--- src/rtl/board_pin_exerciser_pkg.sv ---
// Shared mode encodings and per-mode pattern seeds for the
// board bring-up pin exerciser.
package board_pin_exerciser_pkg;

    localparam logic [1:0] MODE_OFF    = 2'd0;
    localparam logic [1:0] MODE_COUNT  = 2'd1;
    localparam logic [1:0] MODE_WALK   = 2'd2;
    localparam logic [1:0] MODE_TOGGLE = 2'd3;

    // Only WALK seeds a non-zero pattern (bit 0 set); callers
    // zero-extend this to the pin bank width.
    function automatic logic seed_lsb(input logic [1:0] mode);
        return (mode == MODE_WALK);
    endfunction

endpackage

--- src/rtl/board_pin_prescaler.sv ---
// Programmable tick prescaler: counts 0..div and pulses tick
// on the terminal count; clear restarts the period.
module board_pin_prescaler #(
    parameter int DIV_W = 24
) (
    input  logic             clk,
    input  logic             rst,
    input  logic             clear,
    input  logic [DIV_W-1:0] div,
    output logic             tick
);

    logic [DIV_W-1:0] presc_q;
    logic [DIV_W-1:0] presc_d;

    assign tick = (presc_q == div);

    always_comb begin
        presc_d = presc_q + 1'b1;
        if (clear || tick) begin
            presc_d = '0;
        end
    end

    always_ff @(posedge clk or posedge rst) begin
        if (rst) begin
            presc_q <= '0;
        end else begin
            presc_q <= presc_d;
        end
    end

endmodule

--- src/rtl/board_pin_exerciser.sv ---
// Bring-up pattern generator: selectable pin pattern advanced
// by a prescaled tick, plus an independent heartbeat.
module board_pin_exerciser
    import board_pin_exerciser_pkg::*;
#(
    parameter int             NUM_PINS  = 32,
    parameter int             DIV_W     = 24,
    parameter logic [DIV_W-1:0] DIV_RESET = '0,
    parameter int             HB_BIT    = 23
) (
    input  logic                clk,
    input  logic                rst,
    input  logic [1:0]          mode_i,
    input  logic                mode_load_i,
    input  logic [DIV_W-1:0]    div_i,
    output logic [NUM_PINS-1:0] pins_o,
    output logic                tick_o,
    output logic [1:0]          mode_o,
    output logic                heartbeat_o
);

    logic [1:0]          mode_q;
    logic [DIV_W-1:0]    div_q;
    logic [NUM_PINS-1:0] pat_q;
    logic [NUM_PINS-1:0] pat_d;
    logic                tick_q;
    logic                tick;
    logic [31:0]         hb_q;
    logic [31:0]         hb_d;
    logic                hb_o_q;

    board_pin_prescaler #(
        .DIV_W (DIV_W)
    ) u_presc (
        .clk   (clk),
        .rst   (rst),
        .clear (mode_load_i),
        .div   (div_q),
        .tick  (tick)
    );

    // A load reseeds the pattern and wins over a coincident tick.
    always_comb begin
        pat_d = pat_q;
        if (mode_load_i) begin
            pat_d = NUM_PINS'(seed_lsb(mode_i));
        end else if (tick) begin
            unique case (mode_q)
                MODE_OFF:    pat_d = '0;
                MODE_COUNT:  pat_d = pat_q + 1'b1;
                MODE_WALK:   pat_d = {pat_q[NUM_PINS-2:0],
                                      pat_q[NUM_PINS-1]};
                MODE_TOGGLE: pat_d = ~pat_q;
            endcase
        end
    end

    assign hb_d = hb_q + 32'd1;

    always_ff @(posedge clk or posedge rst) begin
        if (rst) begin
            mode_q <= MODE_COUNT;
            div_q  <= DIV_RESET;
            pat_q  <= '0;
            tick_q <= 1'b0;
            hb_q   <= '0;
            hb_o_q <= 1'b0;
        end else begin
            if (mode_load_i) begin
                mode_q <= mode_i;
                div_q  <= div_i;
            end
            pat_q  <= pat_d;
            tick_q <= tick & ~mode_load_i;
            hb_q   <= hb_d;
            hb_o_q <= hb_d[HB_BIT];
        end
    end

    assign pins_o      = pat_q;
    assign tick_o      = tick_q;
    assign mode_o      = mode_q;
    assign heartbeat_o = hb_o_q;

endmodule

--- config.mk ---
export PLATFORM = sky130hd
export DESIGN_NAME = board_pin_exerciser
export DESIGN_NICKNAME = d
export VERILOG_FILES = /design/src/rtl/board_pin_exerciser_pkg.sv /design/src/rtl/board_pin_prescaler.sv /design/src/rtl/board_pin_exerciser.sv
export SDC_FILE = /design/constraint.sdc
export NUM_CORES = 1
export LEC_CHECK = 0
export ABC_CLOCK_PERIOD_IN_PS = 2700
export CORE_ASPECT_RATIO = 0.9
export CORE_UTILIZATION = 40
export CTS_CLUSTER_DIAMETER = 80
export CTS_CLUSTER_SIZE = 30
export DETAILED_ROUTE_END_ITERATION = 16
export GPL_ROUTABILITY_DRIVEN = 0
export PLACE_DENSITY = 0.71
export SYNTH_ARGS = -nofsm -noshare
export SYNTH_HDL_FRONTEND = slang
export SYNTH_HIERARCHICAL = 1
export SYNTH_SLANG_ARGS = --single-unit
--- constraint.sdc ---
create_clock -name clk -period 2.7 [get_ports clk]
set_clock_uncertainty 0.05 [all_clocks]
set_input_delay 0.54 -clock clk [delete_from_list [all_inputs] [get_ports clk]]
set_output_delay 0.54 -clock clk [all_outputs]
set_load 0.05 [all_outputs]
==> results.sh, run 1 <==
export IMPL_gr_usage_all_layers=0.199
export IMPL_clkTransAtPathRegs_ps=70
export IMPL_pwr_share_clk=0.434
export IMPL_firstDrtPassIters=5
export IMPL_leakagePower_nw=2.69
export IMPL_synth_warnings=6
export IMPL_drc=0
export IMPL_dr_total_vias=5201
export IMPL_ctsHoldBuffers=0
export IMPL_p_sw_uw=818
export IMPL_final_area_um2=7280
export IMPL_critical_path_required_ps=2880
export IMPL_grt_max_degree=49
export IMPL_num_io_pins=65
export IMPL_cts_setup_buffers=0
export IMPL_clock_tree_root_cell="clkbuf_16"
export IMPL_cts_inserted_buffers=9
export IMPL_cts_tree="done"
export IMPL_endpoint_kind="flip-flop"
export IMPL_max_freq_mhz=392
export IMPL_clk_path_buf_depth=2
export IMPL_cts_max_level=3
export IMPL_synth_area_um2=6130
export IMPL_core_um2=14800
export IMPL_synth_edf_count=0
export IMPL_cp_top_family="simple AND/OR/NAND/NOR gates"
export IMPL_powerDensity_nw_per_um2=486
export IMPL_antenna_found_initial=0
export IMPL_syn_inst=626
export IMPL_fin_nets=703
export IMPL_status="completed"
export IMPL_irDropWorstVdd_mv=0.352
export IMPL_grt_overflow=0
export IMPL_initial_core_util=0.414
export IMPL_drv_cap=0
export IMPL_synth_async_reset_ratio=1.00
export IMPL_grt_pass1_vias=4995
export IMPL_diodes=0
export IMPL_port_buffers=64
export IMPL_dpl_cell_area_um2=6930
export IMPL_period_share=0.945
export IMPL_ys_types=59
export IMPL_power_mw=3.54
export IMPL_path_class="reg -> reg"
export IMPL_cp_slowest_stage_delay_ps=820
export IMPL_slew_headroom=0.523
export IMPL_synth_nets=658
export IMPL_worst_pin_slew_ps=715
export IMPL_hold_viol=0
export IMPL_power_combinational_fraction=0.086
export IMPL_crit_path_cell_trace="nand3_2 -> or4_1 -> or4_1 -> a221oi_1"
export IMPL_finalCriticalPeriod_ps=2550
export IMPL_synth_seq_cells=107
export IMPL_grt_first_pass_wirelength_mm=25.3
export IMPL_min_path_type="reg -> reg"
export IMPL_wl_mm=15.2
export IMPL_rsz0062_at_grt="false"
export IMPL_final_common_cell="dfrtp_1"
export IMPL_die_w_um=133
export IMPL_dieArea_um2=15800
export IMPL_avgSynthCellArea_um2=9.80
export IMPL_setup_viol=0
export IMPL_pwr_share_seq=0.480
export IMPL_final_core_util=0.491
export IMPL_drt_iter0_drc=636
export IMPL_dp_hpwl_mm=10.3
export IMPL_viasPerCell=5.95
export IMPL_swShare=0.231
export IMPL_clk_latency_ps=360
export IMPL_wl_per_cell_um=17.4
export IMPL_arrival_ps=2730
export IMPL_drive_above_1_share=0.109
export IMPL_syn_to_final_growth_pct=18.8
export IMPL_core_rowCount=42
export IMPL_cp_num_buf_inv=0
export IMPL_ys_seq_area_frac=0.437
export IMPL_clock_sinks=107
export IMPL_p_int_mw=2.72
export IMPL_slew_violations=0
export IMPL_fp_dieH_um=119
export IMPL_cp_slowest_cell="or4_1"
export IMPL_start_kind="flip-flop"
export IMPL_layout_common_cells="106 x dfrtp_1, 62 x clkdlybuf4s50_1, 58 x xnor2_1"
export IMPL_synth_main_ff_cell="dfrtp_1"
export IMPL_ant_nets=0
export IMPL_cp_max_fo=18
export IMPL_cpMostUsedCell="or4_1"
==> cell usage after synthesis (3+ instances only) <==
master      n  area [um^2]
buf_2       4         20.0
and3_1      6         37.5
buf_4       7         52.6
o31ai_1     9         67.6
xnor2_1    58          508
nand2_1    34          128
and4_1      8         70.1
o22ai_1    22          138
a22oi_1    12         90.1
o211ai_1    6         45.0
buf_6       3         33.8
and2_1      9         56.3
nor2_1     31          116
o21ai_0    20          100
a221oi_1    9         78.8
mux2i_1    11          110
mux2_2     25          282
nor3_1     16         80.1
inv_1      23         86.3
nand3_1    26          130
nand2b_1    7         43.8
nand4_1    23          144
or4_1      10         75.1
nor4_1      5         31.3
xor2_1     11         96.3
o311ai_0    4         35.0
ha_1        3         37.5
buf_1       5         18.8
nand3b_1    4         30.0
clkbuf_1   26         97.6
nor2b_1     4         25.0
a31oi_1     6         37.5
a211oi_1   20          150
dfrtp_1   106         2650
a21oi_1    22          110
==> repair_timing <==
| action | in CTS | in global routing |
|---|---|---|
| hold endpoints to repair | 0 | 0 |
| setup endpoints to repair | 0 | 1 |
| resized for setup | 0 | 1 |
==> power groups by stage <==
stage               Clock, mW  Combinational (mW)  Sequential [mW]
finish                   1.54               0.305             1.70
global route             1.63               0.332             1.70
CTS                      1.57               0.308             1.70
detailed placement          0               0.306             1.73
global placement            0               0.298             1.73
floorplan                   0               0.194             1.72
==> metrics by stage <==
| stage | std cells | setup WS [ps] | hold slack (ps) | setup TNS [ps] |
|---|---|---|---|---|
| 6_report | 874 | 147 | 421 | 0 |
| 3_5_place_dp | 858 | 252 | 408 | 0 |
| 3_3_place_gp | 858 | 282 | 403 | 0 |
| 5_1_grt | 874 | 40.4 | 441 | 0 |
| 4_1_cts | 874 | 175 | 422 | 0 |
| 2_1_floorplan | 626 | -22.2 | 384 | -22.2 |
==> cell type report <==
class / count / area [um^2]
Fill cell: 1350 / 7540
Clock buffer: 10 / 239
Tap cell: 198 / 248
Inverter: 23 / 90.1
Multi-Input combinational cell: 447 / 3110
Sequential cell: 107 / 2680
Clock inverter: 6 / 111
Timing Repair Buffer: 83 / 801
==> layer usage <==
layer / wire length, um / global-route usage
met1: 6740 / 0.279
met5: 0 / 0
met2: 7120 / 0.305
met3: 1160 / 0.0481
met4: 199 / 0.0560
==> path summary, 6_finish.rpt <==
check | startpoint | depth (start not counted) | slack, ps | endpoint
setup / recovery | u_presc/presc_q[9]$_DFF_PP0_ | 4 | 150 | u_presc/presc_q[17]$_DFF_PP0_
hold / removal | hb_q[15]$_DFF_PP0_ | 1 | 420 | hb_q[15]$_DFF_PP0_
setup reg to reg | u_presc/presc_q[9]$_DFF_PP0_ | 4 | 150 | u_presc/presc_q[17]$_DFF_PP0_
hold reg to reg | hb_q[15]$_DFF_PP0_ | 1 | 420 | hb_q[15]$_DFF_PP0_
max in group asynchronous | rst | 3 | 1380 | mode_o[0]$_DFFE_PP1P_
min in group asynchronous | rst | 3 | 580 | u_presc/presc_q[8]$_DFF_PP0_
==> sequential cells by signal, summed over array words and instances, names as in the netlist <==
register,cells
mode_o,2
tick_o,1
u_presc/presc_q,24
hb_q,24
pins_o,32
div_q,24
==> worst reg2reg max path, delay by kind of cell (launching register included) <==
family / cells / cell delay, ps
AOI/OAI and AO/OA: 1 / 350
and+or+nand+nor: 3 / 1560
DFF: 1 / 470
==> logic make-up after synthesis <==
family,Yosys count,share of synthesized area
compound gates,143,0.160
fa+ha+maj,3,0.00612
simple gates,196,0.178
buf+inv,72,0.0569
mux,36,0.0639
flops,107,0.437
xor+xnor,69,0.0986
(Power assumes the default switching activity.)
==> inputs of run 2 (changes only) <==
- CORE_UTILIZATION: 40 -> 35
- PLACE_DENSITY: 0.71 -> 0.65
==> run 2 against run 1 <==
Power fell by 6.3%. Critical path depth unchanged. Register-to-register slack improved by 60 ps. Clock-buffer cell count decreased by 1. Non-clock buffer count increased by 2. Global-route usage fell by 1.4 points. Worst setup slack improved by 58 ps. Via count down 0.54%. Clock power down 14%. Critical endpoint is now u_presc/presc_q[23]$_DFF_PP0_. Highest routed layer unchanged.
==> results.sh, run 2 (same netlist as run 1, synthesis figures left out) <==
export IMPL_gr_usage_all_layers=0.185
export IMPL_clkTransAtPathRegs_ps=80
export IMPL_grt_pass1_vias=5113
export IMPL_fp_dieH_um=128
export IMPL_leakagePower_nw=2.67
export IMPL_grt_overflow=0
export IMPL_cp_max_fo=18
export IMPL_largest_register_ffs=32
export IMPL_status="completed"
export IMPL_hold_viol=0
export IMPL_max_freq_mhz=401
export IMPL_setup_viol=0
export IMPL_wl_per_cell_um=17.4
export IMPL_grt_max_degree=84
export IMPL_finalCriticalPeriod_ps=2490
export IMPL_arrival_ps=2690
export IMPL_core_rowCount=45
export IMPL_dieArea_um2=18100
export IMPL_drive_above_1_share=0.114
export IMPL_clk_latency_ps=360
export IMPL_port_buffers=64
export IMPL_drc=0
export IMPL_finalNonFillerCells=913
export IMPL_die_w_um=142
export IMPL_cp_slowest_stage_delay_ps=800
export IMPL_antenna_found_initial=0
export IMPL_rsz0062_at_grt="false"
export IMPL_fin_nets=705
export IMPL_clock_sinks=107
export IMPL_dp_hpwl_mm=10.7
export IMPL_ant_nets=0
export IMPL_path_class="reg -> reg"
export IMPL_place_ws_ps=217
export IMPL_wl_mm=15.9
export IMPL_dr_total_vias=5173
export IMPL_viasPerCell=5.67
export IMPL_cts_inserted_buffers=9
export IMPL_cts_tree="done"
export IMPL_critical_path_required_ps=2900
export IMPL_cp_top_family="simple AND/OR/NAND/NOR gates"
export IMPL_grt_first_pass_wirelength_mm=26.6
export IMPL_cp_slowest_cell="or4_1"
export IMPL_slew_headroom=0.619
export IMPL_placed_cells=896
export IMPL_timing_hold_ws_ps=420
export IMPL_firstDrtPassIters=5
export IMPL_powerDensity_nw_per_um2=456
export IMPL_clock_tree_root_cell="clkbuf_16"
export IMPL_cp_num_buf_inv=0
export IMPL_diodes=0
export IMPL_worst_pin_slew_ps=571
export IMPL_start_kind="flip-flop"
export IMPL_cts_max_level=3
export IMPL_num_io_pins=65
export IMPL_min_path_type="reg -> reg"
export IMPL_final_common_cell="dfrtp_1"
export IMPL_core_um2=17000
export IMPL_clk_path_buf_depth=2
export IMPL_initial_core_util=0.361
export IMPL_crit_path_cell_trace="nand3_2 -> or4_1 -> or4b_1 -> a221oi_1"
export IMPL_endpoint_kind="flip-flop"
export IMPL_slew_violations=0
export IMPL_syn_to_final_growth_pct=18.6
export IMPL_layout_common_cells="106 x dfrtp_1, 61 x clkdlybuf4s50_1, 58 x xnor2_1"
export IMPL_setup_ws_ps=205
export IMPL_irDropWorstVdd_mv=0.295
export IMPL_n_fill_cell=1651
export IMPL_drt_iter0_drc=389
export IMPL_drv_cap=0
export IMPL_period_share=0.924
==> run 2: path summary, 6_finish.rpt <==
kind                            cells after the start                            end                          from  slack (ps)
worst max-delay path                                4  u_presc/presc_q[23]$_DFF_PP0_  u_presc/presc_q[9]$_DFF_PP0_         210
worst min-delay path                                1             hb_q[23]$_DFF_PP0_            hb_q[23]$_DFF_PP0_         420
worst max register to register                      4  u_presc/presc_q[23]$_DFF_PP0_  u_presc/presc_q[9]$_DFF_PP0_         210
worst min register to register                      1             hb_q[23]$_DFF_PP0_            hb_q[23]$_DFF_PP0_         420
max in group asynchronous                           3          mode_o[0]$_DFFE_PP1P_                           rst        1580
min in group asynchronous                           3  u_presc/presc_q[21]$_DFF_PP0_                           rst         580
==> run 2: cell type report <==
class / count / area, um^2 / area share
inverter: 23 / 90.1 / 0.0124
tap: 235 / 294 / 0.0404
clock inverter: 7 / 65.1 / 0.00895
clock buffer: 9 / 225 / 0.0310
timing repair buffer: 85 / 805 / 0.111
sequential: 107 / 2680 / 0.368
multi-input combinational: 447 / 3120 / 0.428
==> run 2: timing repair <==
action | 4_1_cts | 5_1_grt
resized for setup | 0 | 2
setup endpoints to repair | 0 | 2
hold buffers | 0 | 0
setup buffers | 0 | 1
==> run 2: layer usage <==
layer | global-route usage | routed length (um)
met5 | 0 | 0
met4 | 0.0493 | 201
met3 | 0.0397 | 720
met2 | 0.305 | 7580
met1 | 0.247 | 7400
==> run 2: power breakdown <==
group / switching, mW / leakage [nW] / internal, mW / total (mW)
Sequential: 0.0488 / 1.42 / 1.65 / 1.69
Combinational: 0.166 / 1.11 / 0.140 / 0.305
Clock: 0.666 / 0.141 / 0.652 / 1.32
==> run 2: metrics by stage <==
stage	power [mW]	setup TNS [ps]	area, um^2	utilization
after floorplan	1.91	-22.2	6150	-
after global placement	2.03	0	6970	0.410
after detailed placement	2.03	0	6970	0.410
after CTS	3.36	0	7260	0.427
after global routing	3.46	0	7270	0.428
final	3.32	0	7270	0.428
==> inputs of run 3 (changes only) <==
- SYNTH_HIERARCHICAL: 1 -> unset
==> run 3 against run 2 <==
Die area down 5.0%. Combinational power up 28%. Sequential cell count unchanged. Cell count down 5.8%. Register-to-register slack better by 60 ps. Synthesized cell count down 6.1%. Utilization up 0.79 points. Worst setup slack better by 62 ps.
==> results.sh, run 3 <==
export IMPL_synth_edf_count=0
export IMPL_avgSynthCellArea_um2=9.90
export IMPL_gr_usage_all_layers=0.175
export IMPL_critical_path_required_ps=2900
export IMPL_min_path_type="reg -> reg"
export IMPL_setup_ws_ps=267
export IMPL_synthAdderAreaFrac=0.00645
export IMPL_largest_register_ffs=32
export IMPL_yosys_area_share_simple=0.188
export IMPL_synth_compound_area_frac=0.129
export IMPL_yosysTopAreaCellShare=0.456
export IMPL_max_freq_mhz=411
export IMPL_fp_dieH_um=124
export IMPL_cpMostUsedCell="nand3_1"
export IMPL_cts_tree="done"
export IMPL_dp_hpwl_mm=9.83
export IMPL_cp_max_fo=8
export IMPL_cts_max_level=3
export IMPL_core_rowCount=44
export IMPL_wl_per_cell_um=16.2
export IMPL_viasPerCell=5.48
export IMPL_cts_setup_buffers=0
export IMPL_dr_total_vias=4716
export IMPL_ctsHoldBuffers=0
export IMPL_start_kind="flip-flop"
export IMPL_endpoint_kind="flip-flop"
export IMPL_grt_first_pass_wirelength_mm=23.7
export IMPL_worst_pin_slew_ps=620
export IMPL_crit_path_cell_trace="ha_1 -> nand3_1 -> nor3_2 -> nand3_1 -> a311o_1 -> a22o_1"
export IMPL_syn_to_final_growth_pct=21.1
export IMPL_synth_warnings=0
export IMPL_path_class="reg -> reg"
export IMPL_synth_async_reset_ratio=1.00
export IMPL_grt_overflow=0
export IMPL_ant_nets=0
export IMPL_clock_tree_root_cell="clkbuf_16"
export IMPL_drc=0
export IMPL_core_um2=16200
export IMPL_irDropWorstVdd_mv=0.273
export IMPL_antenna_found_initial=0
export IMPL_slew_violations=0
export IMPL_final_core_util=0.436
export IMPL_status="completed"
export IMPL_port_buffers=64
export IMPL_dieArea_um2=17200
export IMPL_arrival_ps=2630
export IMPL_timing_hold_ws_ps=424
export IMPL_cp_num_buf_inv=0
export IMPL_ys_seq_area_frac=0.460
export IMPL_syn_inst=588
export IMPL_yosysTopAreaCell="dfrtp_1"
export IMPL_synth_top_family_by_area="simple AND/OR/NAND/NOR gates"
export IMPL_grt_max_degree=43
export IMPL_place_ws_ps=284
export IMPL_cts_inserted_buffers=9
export IMPL_fin_tns_setup_ps=0
export IMPL_clock_sinks=107
export IMPL_synth_commonest_cells="106 x dfrtp_1, 56 x nand2_1, 54 x nor2_1, 54 x xnor2_1, 48 x nand3_1"
export IMPL_period_share=0.901
export IMPL_firstDrtPassIters=5
export IMPL_initial_core_util=0.360
export IMPL_synth_nets=620
export IMPL_setup_viol=0
export IMPL_drt_iter0_drc=402
export IMPL_synth_area_um2=5820
export IMPL_cp_slowest_stage_delay_ps=500
export IMPL_finalCriticalPeriod_ps=2430
export IMPL_rsz0062_at_grt="false"
export IMPL_ys_types=49
export IMPL_synth_mux_area_frac=0.0774
export IMPL_grt_pass1_vias=4711
export IMPL_wl_mm=13.9
export IMPL_layout_common_cells="106 x dfrtp_1, 63 x clkdlybuf4s50_1, 56 x nand2_1"
export IMPL_drv_cap=0
export IMPL_clkTransAtPathRegs_ps=80
export IMPL_synth_main_ff_cell="dfrtp_1"
export IMPL_slew_headroom=0.586
export IMPL_cp_slowest_cell="dfrtp_1"
export IMPL_final_common_cell="dfrtp_1"
export IMPL_synth_seq_cells=107
export IMPL_clk_latency_ps=360
export IMPL_hp_start="hb_q[20]$_DFF_PP0_"
export IMPL_power_mw=3.41
export IMPL_drive_above_1_share=0.132
export IMPL_synth_area_top_cells="dfrtp_1 46%, xnor2_1 8.1%, mux2_2 6.2%"
export IMPL_cp_top_family="simple AND/OR/NAND/NOR gates"
export IMPL_hold_viol=0
export IMPL_synth_xor_area_frac=0.105
export IMPL_synth_most_common_cell="dfrtp_1"
export IMPL_fin_nets=680
export IMPL_die_w_um=138
export IMPL_powerDensity_nw_per_um2=484
export IMPL_num_io_pins=65
export IMPL_crit_start="pins_o[0]$_DFFE_PP0N_"
export IMPL_diodes=0
export IMPL_leakagePower_nw=2.76
export IMPL_cts_resized_gates=0
export IMPL_clk_path_buf_depth=2
export IMPL_r2r_start="pins_o[0]$_DFFE_PP0N_"
==> run 3: report_power, final <==
| group | internal (mW) | switching, mW |
|---|---|---|
| clock | 0.726 | 0.609 |
| combinational | 0.176 | 0.213 |
| sequential | 1.65 | 0.0431 |
==> run 3: cell type report <==
class                      instances  area [um^2]
tap                              207          259
multi-input combinational        434         2950
inverter                          13         52.6
clock inverter                     7         78.8
fill                            1549         9140
clock buffer                       9          225
sequential                       107         2680
timing repair buffer              83          806
==> run 3: final timing paths <==
path / depth (start not counted) / slack, ps / endpoint
max: 6 / 270 / pins_o[12]$_DFFE_PP0N_
min: 1 / 420 / hb_q[20]$_DFF_PP0_
max reg2reg: 6 / 270 / pins_o[12]$_DFFE_PP0N_
min reg2reg: 1 / 420 / hb_q[20]$_DFF_PP0_
max in group asynchronous: 3 / 1400 / pins_o[1]$_DFFE_PP0N_
min in group asynchronous: 2 / 560 / pins_o[20]$_DFFE_PP0N_
==> run 3: metal layers <==
metal / routed length [um] / share of wire / GRT usage / vias to the layer above
met3: 605 / 0.044 / 0.0285 / 20
met2: 6590 / 0.47 / 0.276 / 127
met5: 0 / 0 / 0 / -
met1: 6450 / 0.46 / 0.237 / 2334
met4: 265 / 0.019 / 0.0729 / 0
li1: - / - / - / 2235
==> run 3: kinds of logic after synthesis <==
family          count (synthesis)
compound gates                103
xor+xnor                       70
fa+ha+maj                       3
buf+inv                        47
flops                         107
mux                            41
simple gates                  217
==> run 3: metrics by stage <==
step	cells	area (um^2)
after floorplan	588	5830
after global placement	844	6750
after detailed placement	844	6750
after CTS	860	7050
after global routing	860	7050
final	860	7050
